--- src/rtl/rx_buf_ctrl_if.sv ---
// rx_buf_ctrl_if: single-port receive-buffer bus between the FIFO controller
// and the 4-entry buffer.
//   buf_WR      controller -> buffer  write strobe
//   buf_RD      controller -> buffer  read strobe
//   buf_addr    controller -> buffer  entry address (2 bits)
//   buf_dataIn  controller -> buffer  write data
//   buf_dataOut buffer -> controller  registered read data
// Modports: master = controller side, slave = buffer side.
interface rx_buf_ctrl_if #(
    parameter int unsigned DATA_W = 8
);
    logic              buf_WR;
    logic              buf_RD;
    logic [1:0]        buf_addr;
    logic [DATA_W-1:0] buf_dataIn;
    logic [DATA_W-1:0] buf_dataOut;

    modport master (
        output buf_WR,
        output buf_RD,
        output buf_addr,
        output buf_dataIn,
        input  buf_dataOut
    );

    modport slave (
        input  buf_WR,
        input  buf_RD,
        input  buf_addr,
        input  buf_dataIn,
        output buf_dataOut
    );
endinterface

--- src/rtl/rx_buf_ctrl.sv ---
// rx_buf_ctrl: sequences a 4-entry single-port UART receive buffer as a FIFO.
// Ports:
//   Clk, Rst          clock (rising edge), synchronous active-low reset
//   rx_valid, rx_data received-byte pulse and byte
//   rd_req            host read-request pulse
//   clr_ovr           clears the sticky overrun flag
//   rd_data, rd_valid byte returned to the host with a one-cycle valid pulse
//   count, full, empty occupancy (0..4) and its decodes
//   overrun           sticky: a received byte was dropped
//   bus               buffer bus (master side): strobes, address, data
module rx_buf_ctrl #(
    parameter int unsigned DATA_W = 8
) (
    input  logic              Clk,
    input  logic              Rst,
    input  logic              rx_valid,
    input  logic [DATA_W-1:0] rx_data,
    input  logic              rd_req,
    input  logic              clr_ovr,
    output logic [DATA_W-1:0] rd_data,
    output logic              rd_valid,
    output logic [2:0]        count,
    output logic              full,
    output logic              empty,
    output logic              overrun,
    rx_buf_ctrl_if.master     bus
);
    localparam int unsigned DEPTH = 4;

    typedef enum logic [1:0] {
        IDLE    = 2'd0,
        WRITE   = 2'd1,
        READ    = 2'd2,
        CAPTURE = 2'd3
    } state_t;

    state_t            state;
    logic [1:0]        wptr;
    logic [1:0]        rptr;
    logic              hold_valid;
    logic [DATA_W-1:0] hold_data;
    logic              rd_pend;
    logic              last_grant_rd;   // 1: last grant was READ
    logic              w_ok;
    logic              r_ok;

    assign full  = (count == 3'(DEPTH));
    assign empty = (count == 3'd0);
    assign w_ok  = hold_valid && !full;
    assign r_ok  = rd_pend && !empty;

    // Control FSM, hold register, request latch, pointers and occupancy
    always_ff @(posedge Clk) begin
        if (!Rst) begin
            state         <= IDLE;
            wptr          <= 2'd0;
            rptr          <= 2'd0;
            count         <= 3'd0;
            hold_valid    <= 1'b0;
            hold_data     <= '0;
            rd_pend       <= 1'b0;
            last_grant_rd <= 1'b1;
            rd_data       <= '0;
            rd_valid      <= 1'b0;
            overrun       <= 1'b0;
        end else begin
            rd_valid <= 1'b0;

            // A byte arriving while one is still held is dropped
            if (rx_valid && !hold_valid) begin
                hold_data  <= rx_data;
                hold_valid <= 1'b1;
            end

            // Drop wins over a same-cycle clear
            if (rx_valid && hold_valid) begin
                overrun <= 1'b1;
            end else if (clr_ovr) begin
                overrun <= 1'b0;
            end

            if (rd_req) begin
                rd_pend <= 1'b1;
            end

            case (state)
                IDLE: begin
                    // On a tie, grant the side that did not win last time
                    if (w_ok && (!r_ok || last_grant_rd)) begin
                        state         <= WRITE;
                        last_grant_rd <= 1'b0;
                    end else if (r_ok) begin
                        state         <= READ;
                        last_grant_rd <= 1'b1;
                        rd_pend       <= 1'b0;
                    end
                end
                WRITE: begin
                    wptr       <= wptr + 2'd1;
                    count      <= count + 3'd1;
                    hold_valid <= 1'b0;
                    state      <= IDLE;
                end
                READ: begin
                    state <= CAPTURE;
                end
                CAPTURE: begin
                    // Buffer output still holds the READ result before this edge
                    rd_data  <= bus.buf_dataOut;
                    rd_valid <= 1'b1;
                    rptr     <= rptr + 2'd1;
                    count    <= count - 3'd1;
                    state    <= IDLE;
                end
                default: begin
                    state <= IDLE;
                end
            endcase
        end
    end

    // Buffer strobes, address and write data decoded from state
    always_comb begin
        bus.buf_WR     = 1'b0;
        bus.buf_RD     = 1'b0;
        bus.buf_addr   = 2'd0;
        bus.buf_dataIn = '0;
        case (state)
            WRITE: begin
                bus.buf_WR     = 1'b1;
                bus.buf_addr   = wptr;
                bus.buf_dataIn = hold_data;
            end
            READ: begin
                bus.buf_RD   = 1'b1;
                bus.buf_addr = rptr;
            end
            default: begin
            end
        endcase
    end
endmodule

--- src/flat_wrapper.sv ---
// flat-port wrapper written by rule: the top's interface ports become plain ports
module rx_buf_ctrl_flat 
#(
    parameter int unsigned DATA_W = 8
)
  (Clk, Rst, rx_valid, rx_data, rd_req, clr_ovr, rd_data, rd_valid, count, full, empty, overrun, bus_buf_WR, bus_buf_RD, bus_buf_addr, bus_buf_dataIn, bus_buf_dataOut);
  rx_buf_ctrl_if #(.DATA_W(DATA_W)) bus_i ();
  input  logic Clk;
  input  logic Rst;
  input  logic rx_valid;
  input  logic [DATA_W-1:0] rx_data;
  input  logic rd_req;
  input  logic clr_ovr;
  output logic [DATA_W-1:0] rd_data;
  output logic rd_valid;
  output logic [2:0] count;
  output logic full;
  output logic empty;
  output logic overrun;
  output wire logic [$bits(bus_i.buf_WR)-1:0] bus_buf_WR;
  output wire logic [$bits(bus_i.buf_RD)-1:0] bus_buf_RD;
  output wire logic [$bits(bus_i.buf_addr)-1:0] bus_buf_addr;
  output wire logic [$bits(bus_i.buf_dataIn)-1:0] bus_buf_dataIn;
  input wire logic [$bits(bus_i.buf_dataOut)-1:0] bus_buf_dataOut;
  assign bus_buf_WR = bus_i.buf_WR;
  assign bus_buf_RD = bus_i.buf_RD;
  assign bus_buf_addr = bus_i.buf_addr;
  assign bus_buf_dataIn = bus_i.buf_dataIn;
  assign bus_i.buf_dataOut = bus_buf_dataOut;
  rx_buf_ctrl #(.DATA_W(DATA_W)) u_core (.Clk(Clk), .Rst(Rst), .rx_valid(rx_valid), .rx_data(rx_data), .rd_req(rd_req), .clr_ovr(clr_ovr), .rd_data(rd_data), .rd_valid(rd_valid), .count(count), .full(full), .empty(empty), .overrun(overrun), .bus(bus_i));
endmodule
--- config.mk ---
export PLATFORM = sky130hd
export DESIGN_NAME = rx_buf_ctrl_flat
export DESIGN_NICKNAME = d
export VERILOG_FILES = /design/src/rtl/rx_buf_ctrl_if.sv /design/src/rtl/rx_buf_ctrl.sv /design/src/flat_wrapper.sv
export SDC_FILE = /design/constraint.sdc
export NUM_CORES = 1
export LEC_CHECK = 0
export CORE_MARGIN = 2
export CORE_UTILIZATION = 40
export DETAILED_ROUTE_END_ITERATION = 8
export PLACE_DENSITY = 0.75
export SLEW_MARGIN = 0
export SYNTH_ARGS = -nofsm -noshare
export SYNTH_HDL_FRONTEND = slang
export SYNTH_SLANG_ARGS = --single-unit
--- constraint.sdc ---
create_clock -name Clk -period 4.4 [get_ports Clk]
set_input_delay 0.66 -clock Clk [delete_from_list [all_inputs] [get_ports Clk]]
set_output_delay 0.66 -clock Clk [all_outputs]
set_load 0.01 [all_outputs]
==> results of run 1 <==
how the worst min path moves through the flow:
stage	slack [ns]	depth (start not counted)	end	start
CTS	0.48	2	u_core.overrun	u_core.overrun
global placement	0.45	2	u_core.overrun	u_core.overrun
detailed placement	0.47	2	u_core.overrun	u_core.overrun
global route	0.52	2	u_core.overrun	u_core.overrun
floorplan	0.45	2	u_core.hold_data[0]	u_core.hold_data[0]
finish	0.48	2	u_core.overrun	u_core.overrun
layout by cell type, fill, tap and decap left out, drive strengths merged, types with 2 or more instances in the layout:
cell type      instances
a2111o                 2
a21o                   2
a21oi                  2
a41oi                  3
and2                   8
clkbuf                 7
clkdlybuf4s50         47
dfxtp                 30
ha                     5
inv                    8
mux2i                 17
nand2                  5
nand3                  2
nor2                  25
nor2b                  3
o21ai                  4
xnor2                  3
xor2                   2
cell families (layout without fill, tap and decap cells):
family                   after synthesis  after routing  share of synthesized area
XOR/XNOR                               5              5                     0.0313
multiplexers                          17             17                      0.122
AND/OR/NAND/NOR                       53             53                      0.197
adder cells (fa/ha/maj)                6              6                     0.0590
AO/OA/AOI/OAI                         20             20                      0.113
buffers and inverters                 15             63                     0.0500
flip-flops                            30             30                      0.429
metal layers:
metal	vias to the layer above	GRT usage	routed length (microns)
met3	10	0.0839	221
met5	-	0	0
met1	571	0.173	1340
met2	43	0.281	1530
met4	0	0.0722	73
li1	593	-	-
cells in the mapped netlist (2+ instances only):
cell type | count | area share
a2111o_1 | 2 | 0.016
a41oi_1 | 3 | 0.019
and2_1 | 8 | 0.036
buf_2 | 2 | 0.0071
clkbuf_1 | 3 | 0.0080
dfxtp_1 | 30 | 0.43
ha_1 | 5 | 0.045
inv_1 | 7 | 0.019
mux2i_1 | 17 | 0.12
nand2_1 | 5 | 0.013
nand3_1 | 2 | 0.0071
nor2_1 | 25 | 0.067
nor2b_1 | 3 | 0.013
o21ai_0 | 3 | 0.011
xnor2_1 | 3 | 0.019
xor2_1 | 2 | 0.013
power by group through the flow:
stage	logic (mW)	registers, mW	clock network, mW
floorplan	0.221	0.366	0
global placement	0.338	0.369	0
detailed placement	0.355	0.372	0
CTS	0.357	0.366	0.176
global route	0.385	0.374	0.192
finish	0.354	0.368	0.170
worst register-to-register path, delay by kind of cell, from the launching register on:
family                   cells  cell delay (ns)
AO/OA/AOI/OAI                2             0.29
adder cells (fa/ha/maj)      2             1.08
buffers and inverters        1             0.16
flip-flops                   1             0.43
AND/OR/NAND/NOR              1             0.38
area by class of cell:
cell class | instances | area, sq um | area share
multi-input combinational | 101 | 729 | 0.374
inverter | 8 | 30.0 | 0.0154
sequential | 30 | 601 | 0.308
tap | 46 | 57.6 | 0.0295
clock inverter | 1 | 5.00 | 0.00257
timing repair buffer | 47 | 470 | 0.241
clock buffer | 7 | 55.1 | 0.0283
per-stage QoR:
| stage | worst slack (ns) | hold WS [ns] | util |
|---|---|---|---|
| finish | 1.50 | 0.482 | 0.584 |
| CTS | 1.48 | 0.483 | 0.584 |
| floorplan | 2.36 | 0.452 | - |
| global route | 1.33 | 0.522 | 0.584 |
| global placement | 1.98 | 0.455 | 0.566 |
| detailed placement | 1.87 | 0.469 | 0.566 |
registers in the layout, indices dropped and copies added, names as in the netlist:
register	cells
u_core.count	3
u_core.hold_data	8
u_core.hold_valid	1
u_core.last_grant_rd	1
u_core.overrun	1
u_core.rd_data	8
u_core.rd_pend	1
u_core.rd_valid	1
u_core.rptr	2
u_core.state	2
u_core.wptr	2
==> results.py, run 1 <==
metrics = {
    "outcome": {
        "status": "complete, no violations",
    },
    "grt": {
        "grt_use_total": 0.166,
        "grt_pass1_wl_mm": 5.08,
        "grt_max_degree": 27,
        "grt_pass1_vias": 1211,
        "gr-total-overflow": 0,
        "antenna_found_initial": 0,
    },
    "flow_run": {
        "cap_viol_max_count": 0,
    },
    "sta": {
        "worstMarginPinSlew_ns": 0.903,
        "rsz0062_at_grt": "false",
        "maxClockFrequency_ghz": 0.344,
        "max_slew_margin": 0.397,
        "setup_tns_ns": 0,
        "setup_viol": 0,
        "skew_ns": 0.0117,
        "period_share": 0.660,
        "period_needed_ns": 2.90,
        "finalMaxSlewViolations": 0,
        "hold_viol_final": 0,
    },
    "placement": {
        "dp_hpwl_mm": 2.32,
        "dp_cells": 232,
        "port_buffers": 47,
        "postPlaceCellArea_sq_um": 1890,
        "routabilityCongestion": 0.725,
    },
    "power": {
        "swShare": 0.348,
        "leakage_nw": 0.725,
        "pwr-share-comb": 0.397,
        "switching_power_uw": 310,
        "internal_power_uw": 581,
        "p_seq_frac": 0.413,
        "vdd_drop_max_v": 0.000207,
        "power_uw": 891,
        "p_per_area_nw_per_um2": 458,
        "power_frac_clock": 0.190,
    },
    "yosys": {
        "ys_ff_latch": 30,
        "synth_seq_area_share": 0.429,
        "syn_nets": 173,
        "synthArstFlopShare": 0,
        "ys.flop_type": "dfxtp_1",
        "synth_edf_count": 0,
        "syn_area_sq_um": 1400,
        "yosysUniqueCellTypes": 42,
        "syn_area_per_cell_sq_um": 9.59,
        "yosys_warnings": 0,
        "syn_inst": 146,
    },
    "final_layout": {
        "fillers": 328,
        "num-nets-final": 220,
        "final_area_sq_um": 1950,
        "syn2layout_area_growth_pct": 39.1,
        "final_layout_size_suffix_gt1_frac": 0.0619,
        "diodes": 0,
        "final_cells": 240,
    },
    "detailed_routing": {
        "detail_route.iter0.violations": 31,
        "wl_per_cell_microns": 13.2,
        "drc": 0,
        "vias_per_cell": 5.07,
        "first_pass_iters": 4,
        "wl_mm": 3.16,
        "num_vias": 1217,
        "detail-route-antenna-nets": 0,
    },
    "clocking": {
        "cts-root-buf": "clkbuf_4",
        "cts_max_level": 2,
        "numCtsBuffers": 5,
        "clk_pin_slew_worst_paths_ns": 0.10,
        "cts_max_path_buffers": 2,
        "ctsResizeCount": 0,
        "cts_tree": "built",
        "postCtsSetupBuffers": 0,
        "clk_latency_ns": 0.33,
        "clock_sinks": 30,
        "postCtsHoldBufs": 0,
    },
    "hold_path": {
        "hp-class": "reg2reg",
    },
    "setup_path": {
        "critPathRequiredTime_ns": 3.74,
        "cpPeakStageDelay_ns": 0.55,
        "crit_fanout": 17,
        "cp_num_cells": 5,
        "worstPathArrival_ns": 2.24,
        "reg2reg_to": "u_core.count[2]",
        "ff2ff_setup_slack_ns": 1.98,
        "path_cells": "inv_1 > ha_1 > nand2_1 > a21boi_0 > clkdlybuf4s50_1",
        "end_kind": "output port",
        "rr_startpoint": "u_core.state[0]",
        "path_delay_family": "buffers and inverters",
        "critical_path_buf_inv_count": 2,
        "reg2regPathDepth": 6,
        "endpoint": "bus_buf_addr[0]",
        "cp_slowest_cell": "clkdlybuf4s50_1",
        "crit_path_start_kind": "flip-flop",
        "worstSetupPathType": "reg2out",
        "cp-startpoint": "u_core.state[1]",
    },
    "floorplanning": {
        "die_x_microns": 63.2,
        "core.rowCount": 21,
        "start_util": 0.420,
        "fp.coreArea_sq_um": 3340,
        "die_h_microns": 63.2,
        "io_pins": 48,
        "die_area_sq_um": 3990,
    },
}
(Power assumes the default switching activity.)
==> run 2, diff against run 1 <==
==> constraint.sdc (replaced) <==
create_clock -name Clk -period 2.8 [get_ports Clk]
set_input_delay 0.42 -clock Clk [delete_from_list [all_inputs] [get_ports Clk]]
set_output_delay 0.42 -clock Clk [all_outputs]
set_load 0.01 [all_outputs]
==> run 2 against run 1 <==
Effect of this change:
- worst setup slack got worse by 1.0 ns
- non-clock buffer count increased by 3
- flip-flop and latch count unchanged
- combinational power increased by 58%
- clock skew decreased by 0.0033 ns
- routed wire length decreased by 2.5%
- design area increased by 1.9%
- clock-buffer cell count unchanged
- critical endpoint is now bus_buf_dataIn[6]
==> results.py, run 2 (same netlist as run 1, synthesis figures left out) <==
metrics = {
    "final_layout": {
        "final_cells": 243,
        "fillers": 317,
        "num-nets-final": 223,
        "final_common_cell": "clkdlybuf4s50_1",
        "reg_top3": "u_core.hold_data (8), u_core.rd_data (8), u_core.count (3)",
        "final_layout_size_suffix_gt1_frac": 0.0711,
        "diodes": 0,
        "final_cell_mix": "clkdlybuf4s50_1, dfxtp_1, nor2_1, mux2i_1, and2_1",
        "syn2layout_area_growth_pct": 41.8,
    },
    "clocking": {
        "clk_latency_ns": 0.33,
        "cts_max_path_buffers": 2,
        "postCtsHoldBufs": 0,
        "cts_tree": "built",
        "cts_max_level": 2,
        "numCtsBuffers": 5,
        "cts-root-buf": "clkbuf_4",
        "clk_pin_slew_worst_paths_ns": 0.10,
        "clock_sinks": 30,
        "postCtsSetupBuffers": 0,
        "ctsResizeCount": 0,
    },
    "sta": {
        "setup_viol": 0,
        "max_slew_margin": 0.710,
        "worstMarginPinSlew_ns": 0.435,
        "period_share": 0.836,
        "period_needed_ns": 2.34,
        "maxClockFrequency_ghz": 0.427,
        "rsz0062_at_grt": "false",
        "hold_viol_final": 0,
        "finalMaxSlewViolations": 0,
        "skew_ns": 0.00838,
        "setup_tns_ns": 0,
    },
    "setup_path": {
        "critPathRequiredTime_ns": 2.38,
        "ff2ff_setup_slack_ns": 1.00,
        "endpoint": "bus_buf_dataIn[6]",
        "path_cells": "inv_1 > ha_1 > buf_4 > and2_1 > clkdlybuf4s50_1",
        "path_delay_family": "buffers and inverters",
        "cp_slowest_cell": "clkdlybuf4s50_1",
        "critical_path_buf_inv_count": 3,
        "cp_num_cells": 5,
        "reg2regPathDepth": 6,
        "worstSetupPathType": "reg2out",
        "reg2reg_to": "u_core.count[2]",
        "cp-startpoint": "u_core.state[1]",
        "rr_startpoint": "u_core.state[0]",
        "crit_path_start_kind": "flip-flop",
        "end_kind": "output port",
        "crit_fanout": 13,
        "cpPeakStageDelay_ns": 0.54,
        "worstPathArrival_ns": 1.92,
    },
    "floorplanning": {
        "core.rowCount": 21,
        "die_h_microns": 63.2,
        "io_pins": 48,
        "fp.coreArea_sq_um": 3340,
        "die_x_microns": 63.2,
        "start_util": 0.420,
        "die_area_sq_um": 3990,
    },
    "power": {
        "p_per_area_nw_per_um2": 741,
        "leakage_nw": 0.745,
        "vdd_drop_max_v": 0.000338,
    },
    "detailed_routing": {
        "first_pass_iters": 4,
        "detail-route-antenna-nets": 0,
        "num_vias": 1183,
        "wl_mm": 3.09,
        "vias_per_cell": 4.87,
        "wl_per_cell_microns": 12.7,
        "detail_route.iter0.violations": 32,
        "drc": 0,
    },
    "grt": {
        "grt_use_total": 0.170,
        "antenna_found_initial": 0,
        "grt_max_degree": 27,
        "grt_pass1_vias": 1222,
        "grt_pass1_wl_mm": 5.35,
        "gr-total-overflow": 0,
    },
    "placement": {
        "dp_hpwl_mm": 2.28,
        "routabilityCongestion": 0.730,
        "port_buffers": 47,
        "dp_cells": 235,
    },
    "flow_run": {
        "cap_viol_max_count": 0,
    },
    "hold_path": {
        "hp-class": "reg2reg",
    },
    "outcome": {
        "status": "complete, no violations",
    },
}
==> run 2: cell count changes in the layout (fill, tap and decap cells not counted) <==
cell | previous run | this run
clkbuf_8 | 1 | 0
bufinv_16 | 0 | 1
buf_4 | 0 | 3
clkinv_2 | 1 | 0
clkbuf_1 | 1 | 2
==> run 2: where the power goes <==
group	internal [mW]	switching [mW]
registers	0.497	0.0817
clock network	0.189	0.145
logic	0.302	0.256
==> run 2: cell type report <==
class | count | area [sq um] | area share
Clock buffer | 7 | 45.0 | 0.0227
Clock inverter | 1 | 30.0 | 0.0151
Inverter | 8 | 30.0 | 0.0151
Multi-Input combinational cell | 101 | 729 | 0.367
Sequential cell | 30 | 601 | 0.302
Tap cell | 46 | 57.6 | 0.0290
Timing Repair Buffer | 50 | 493 | 0.248
==> run 2: layer usage <==
layer | part of all wire | vias up | track usage
li1 | - | 595 | -
met1 | 0.43 | 541 | 0.196
met2 | 0.48 | 41 | 0.278
met3 | 0.078 | 6 | 0.0750
met4 | 0.015 | 0 | 0.0583
met5 | 0 | - | 0
==> run 2: worst min-delay path by stage <==
| stage | from | endpoint | slack, ns | depth (start not counted) |
|---|---|---|---|---|
| 5_1_grt | u_core.overrun | u_core.overrun | 0.51 | 2 |
| 3_3_place_gp | u_core.overrun | u_core.overrun | 0.45 | 2 |
| 2_1_floorplan | u_core.hold_data[0] | u_core.hold_data[0] | 0.45 | 2 |
| 4_1_cts | u_core.overrun | u_core.overrun | 0.47 | 2 |
| 3_5_place_dp | u_core.overrun | u_core.overrun | 0.46 | 2 |
| 6_report | u_core.overrun | u_core.overrun | 0.47 | 2 |
==> run 2: metrics by stage <==
stage                     utilization  total power [mW]  setup slack [ns]  hold slack (ns)  cell area (sq um)
after detailed placement        0.573              1.15             0.806            0.459               1910
after global placement          0.573              1.12             0.848            0.454               1910
after floorplan                     -             0.923             0.757            0.452               1400
after global routing            0.595              1.58             0.286            0.514               1990
after CTS                       0.595              1.48             0.424            0.474               1990
final                           0.595              1.47             0.459            0.474               1990
==> run 2: worst register-to-register path: cells and delay by family, from the launching register on <==
kind	cells	cell delay, ns
fa+ha+maj	2	0.59
flops	1	0.41
simple gates	1	0.38
compound gates	2	0.30
buf+inv	1	0.07
